$ cat src/rtl/pwm_multi_channel.sv
// rtl/pwm_multi_channel.sv - N-channel PWM generator with shared prescaler and period counter
// Edge- or center-aligned; period, mode and duties are double-buffered and swap at period boundaries.
module pwm_multi_channel #(
    parameter int N_CH     = 18,
    parameter int CNT_W    = 16,
    parameter int PRESCALE = 10000,
    parameter int SEL_W    = (N_CH > 1) ? $clog2(N_CH) : 1
) (
    input  logic             iCLK,
    input  logic             iRST_N,
    input  logic             iEN,
    input  logic             iMODE,
    input  logic [CNT_W-1:0] iPERIOD,
    input  logic             iWR,
    input  logic [SEL_W-1:0] iCH_SEL,
    input  logic [CNT_W-1:0] iDUTY,
    output logic [N_CH-1:0]  oPWM,
    output logic             oSYNC
);

    localparam int PSC_W = (PRESCALE > 1) ? $clog2(PRESCALE) : 1;
    localparam logic [PSC_W-1:0] PSC_MAX = PSC_W'(PRESCALE - 1);

    logic [PSC_W-1:0] psc;
    logic             tick;
    logic [CNT_W-1:0] cnt;
    logic [CNT_W-1:0] cnt_nxt;
    logic             dir_down;
    logic             dir_nxt;
    logic             boundary;
    logic [CNT_W-1:0] period_act;
    logic             mode_act;
    logic [CNT_W-1:0] duty_sh  [N_CH];
    logic [CNT_W-1:0] duty_act [N_CH];
    logic [N_CH-1:0]  pwm_cmp;

    assign tick = (psc == PSC_MAX);

    always_comb begin
        cnt_nxt  = cnt;
        dir_nxt  = dir_down;
        boundary = 1'b0;
        if (tick) begin
            if (!mode_act) begin
                if (cnt >= period_act) begin
                    cnt_nxt  = '0;
                    boundary = 1'b1;
                end else begin
                    cnt_nxt = cnt + 1'b1;
                end
            end else begin
                if (period_act == '0) begin
                    cnt_nxt = '0;
                end else if (!dir_down && cnt < period_act) begin
                    cnt_nxt = cnt + 1'b1;
                end else if (!dir_down) begin
                    cnt_nxt = period_act - 1'b1;
                    dir_nxt = 1'b1;
                end else begin
                    cnt_nxt = cnt - 1'b1;
                end
                // Returning to zero closes a center-aligned period, including P=0 and P=1.
                if (cnt_nxt == '0) begin
                    boundary = 1'b1;
                    dir_nxt  = 1'b0;
                end
            end
        end
    end

    always_comb begin
        pwm_cmp = '0;
        for (int i = 0; i < N_CH; i++) begin
            pwm_cmp[i] = (cnt < duty_act[i]);
        end
    end

    always_ff @(posedge iCLK or negedge iRST_N) begin
        if (!iRST_N) begin
            psc        <= '0;
            cnt        <= '0;
            dir_down   <= 1'b0;
            period_act <= '0;
            mode_act   <= 1'b0;
            oPWM       <= '0;
            oSYNC      <= 1'b0;
            for (int i = 0; i < N_CH; i++) begin
                duty_sh[i]  <= '0;
                duty_act[i] <= '0;
            end
        end else begin
            if (iWR && (32'(iCH_SEL) < N_CH)) begin
                duty_sh[iCH_SEL] <= iDUTY;
            end
            if (!iEN) begin
                psc        <= '0;
                cnt        <= '0;
                dir_down   <= 1'b0;
                period_act <= iPERIOD;
                mode_act   <= iMODE;
                duty_act   <= duty_sh;
                oPWM       <= '0;
                oSYNC      <= 1'b0;
            end else begin
                psc      <= tick ? '0 : psc + 1'b1;
                cnt      <= cnt_nxt;
                dir_down <= dir_nxt;
                // Actives take the pre-write shadow value, so a boundary-cycle write waits a period.
                if (boundary) begin
                    period_act <= iPERIOD;
                    mode_act   <= iMODE;
                    duty_act   <= duty_sh;
                end
                oPWM  <= pwm_cmp;
                oSYNC <= boundary;
            end
        end
    end

endmodule
$ cat config.mk
export PLATFORM = sky130hd
export DESIGN_NAME = pwm_multi_channel
export DESIGN_NICKNAME = d
export VERILOG_FILES = /design/src/rtl/pwm_multi_channel.sv
export SDC_FILE = /design/constraint.sdc
export NUM_CORES = 1
export LEC_CHECK = 0
export CORE_MARGIN = 1
export CORE_UTILIZATION = 60
export CTS_BUF_LIST = sky130_fd_sc_hd__clkbuf_16
export DETAILED_ROUTE_END_ITERATION = 7
export PLACE_DENSITY = 0.76
export SLEW_MARGIN = 30
export SYNTH_ARGS = -nofsm -noshare
export SYNTH_HDL_FRONTEND = slang
export SYNTH_SLANG_ARGS = --single-unit
$ cat constraint.sdc
create_clock -name iCLK -period 9.2 [get_ports iCLK]
set_input_delay 1.84 -clock iCLK [delete_from_list [all_inputs] [get_ports iCLK]]
set_output_delay 1.84 -clock iCLK [all_outputs]
set_load 0.02 [all_outputs]
==> flow_metrics.tcl <==
set metrics [dict create \
    reg2reg_setup_slack_ns 4.33 \
    via_per_inst 5.92 \
    r2r_endpoint "duty_act[63]$_DFFE_PN0P_" \
    syn_area_per_cell_sq_um 12.8 \
    finalClockSkew_ns 0.0192 \
    total_negative_setup_slacks_ns 0 \
    end_point_of_the_worst_hold_path "psc[0]$_DFF_PN0_" \
    cellPowerDensity_nw_per_um2 215 \
    timing.final.hold_violations 0 \
    gp_congestion 0.877 \
    grt_antenna_before_repair 4 \
    tritoncts.num_buffers 69 \
    worst_skew_pair.late_latency_ns 0.62 \
    critPathLaunchType "flop" \
    rsz_0062_raised_after_global_routing "false" \
    grt_first_pass_wirelength_mm 124 \
    yosys_cell_types 61 \
    timing.critical_path.to_type "flop" \
    post_cts_setup_bufs 0 \
    max-clock-path-buffers 3 \
    layout_cells_sized_above_1_pct 27.2 \
    chipHeight_microns 239 \
    antenna_left 0 \
    synthesis.nets 2953 \
    timing.critical_path.from "cnt[9]$_DFFE_PN0N_" \
    synth_sequential_area_ratio_pct 47.8 \
    finalCoreUtilization_pct 67.3 \
    dominantRegCellSynth "dfrtp_1" \
    globalRoute.totalOverflow 0 \
    final.setup.worst_slack_ns 4.33 \
    setup_viol 0 \
    power.static_leakage_uw 0.0188 \
    num_io_pins 61 \
    result_of_the_run "complete, no violations" \
    synthesis.area_sq_um 33700 \
    cts_tree "done" \
    die_w_microns 239 \
    drt_pre_antenna_iters 6 \
    final.fill_count 3940 \
    worst-setup-path-type "reg -> reg" \
    reg2reg_depth 12 \
    worst_hold_slack_ns 0.491 \
    final_min_period_over_clock_period_pct 52.9 \
    yosys-top-cells-area "dfrtp_1, mux2_4, mux2_2" \
    synthCells 2622 \
    async_flop_share_pct 100 \
    max_freq_mhz 205 \
    timing_worst_slew_pin_value_ns 0.985 \
    hold_sp "psc[0]$_DFF_PN0_" \
    critical_path.reg2reg.startpoint "cnt[9]$_DFFE_PN0N_" \
    initialDrtViolationCount 1515 \
    post-place-ws_ns 4.13 \
    drt-total-wl_mm 78.1 \
    synth_top_area_share_pct 47.8 \
    top_count_cell_post_synth "dfrtp_1" \
    placementRows 86 \
    portBuffers 60 \
    holdBufCountCts 0 \
    worst_setup_hold_path_clk_slew_ns 0.06 \
    synth_enable_flop_cells 0 \
    max_cap_violations 0 \
    detail_route.wl_per_cell_microns 22.3 \
    grt_start_max_net_pins 171 \
    start_util_pct 60.9 \
    area_leader_netlist "dfrtp_1" \
    data_arrival_critical_path_ns 5.36 \
    clock_tree.htree_level_count 3 \
    layout-area-overhead-vs-synth_pct 10.6 \
    synth-warning-count 0 \
    crit_required_ns 9.69 \
    synth.cells.most_frequent "dfrtp_1, mux2_2, inv_1" \
    cts.sinks 643 \
    synth.ff_latch_count 643 \
    max-slew-margin-rel_pct 34.3 \
    first_global_vias 21933 \
    vdd.ir_drop.worst_mv 0.144 \
    hold_depth 1 \
    finalWorstPathRequiredPeriod_ns 4.87 \
    core_area_sq_um 55300 \
    root_buffer_selected_by_cts "clkbuf_16" \
    vias 20689 \
    design.die.area_sq_um 57100 \
    grtUsageTotal_pct 28.4 \
    ctsResizeCount 0 \
    antennaDiodeCount 0 \
    remaining_drc_errors 0 \
    hp-class "reg -> reg" \
    slew_violations 0 \
    hpwl_mm 48.1 \
    nets 3025 \
    critical_path.max_fanout 61 \
]
==> cell families after synthesis <==
group	Yosys count	share of synthesized area, %
DFF	643	47.8
muxes	610	23.2
buffers and inverters	397	5.10
and+or+nand+nor	335	5.56
AOI/OAI and AO/OA	314	6.70
adders and majority gates	289	10.7
xor gates and xnor gates	34	0.884
==> registers in the layout, summed over array words and instances, names as in the netlist <==
name and cells:
oSYNC 1, duty_sh 288, cnt 16, duty_act 288, dir_down 1, psc 14
mode_act 1, oPWM 18, period_act 16
==> layout make-up <==
type	instances	area, sq um	area share [%]
clock inverter	52	387	1.04
sequential	643	16100	43.2
clock buffer	73	1830	4.91
multi-input combinational	1582	15900	42.7
inverter	294	1100	2.96
timing repair buffer	104	992	2.67
tap	748	936	2.51
==> power breakdown <==
| group | switching, uW | total (uW) | internal, uW |
|---|---|---|---|
| logic | 659 | 1580 | 920 |
| registers | 318 | 3710 | 3390 |
| clock network | 1150 | 2730 | 1580 |
| total | 2130 | 8020 | 5890 |
==> stage by stage <==
stage / area [sq um] / power [uW] / cells
floorplan: 33700 / 4860 / 2622
global placement: 34900 / 5210 / 3369
detailed placement: 34900 / 5330 / 3369
CTS: 37100 / 8090 / 3494
global route: 37200 / 8400 / 3496
finish: 37200 / 8020 / 3496
==> worst max-delay path by stage <==
stage                           endpoint  cells after the start
5_1_grt         duty_act[63]$_DFFE_PN0P_                     12
6_report        duty_act[63]$_DFFE_PN0P_                     12
2_1_floorplan  duty_act[100]$_DFFE_PN0P_                     16
3_3_place_gp    duty_act[63]$_DFFE_PN0P_                     12
3_5_place_dp   duty_act[100]$_DFFE_PN0P_                     12
4_1_cts        duty_act[100]$_DFFE_PN0P_                     12
==> routing by layer <==
layer / up-vias / GRT usage (%) / routed length, microns
li1: 9412 / - / -
met1: 10726 / 37.7 / 34700
met2: 398 / 47.4 / 37700
met3: 147 / 4.54 / 3140
met4: 6 / 9.62 / 2440
met5: - / 0 / 41
==> worst max-delay path, cell delays in order (launching register included) <==
cell       delay [ns]
dfrtp_1          0.32
buf_4            0.46
ha_1             0.35
a21oi_1          0.16
o21ai_0          0.12
a221oi_1         0.58
nand4_1          0.48
a31oi_1          0.36
a2111oi_4        0.11
nor2_4           0.19
buf_4            0.43
buf_6            0.72
mux2_2           0.41
==> placed cells by master (no fill, tap or decap), types with 5 or more instances in the layout <==
cell and n:
a211o_1 18, a21o_1 108, a21oi_1 55, a22oi_1 7
a41o_1 18, a41oi_1 18, and3_1 8, and4_1 6
buf_2 8, buf_4 34, buf_6 5, bufinv_16 5
clkbuf_16 73, clkdlybuf4s50_1 51, clkinv_1 11, clkinv_2 10
dfrtp_1 643, ha_1 289, inv_1 313, mux2_2 332
mux2_4 260, mux2i_1 18, nand2_1 62, nand2b_1 23
nand3_1 23, nand4_1 29, nand4b_1 20, nor2_1 35
nor2b_1 53, nor3_1 33, nor4_1 20, o211ai_1 5
o21ai_0 43, o32ai_1 10, or3_1 5, xnor2_1 17
xor2_1 17
Note: power is estimated with default switching activity, not from simulation.
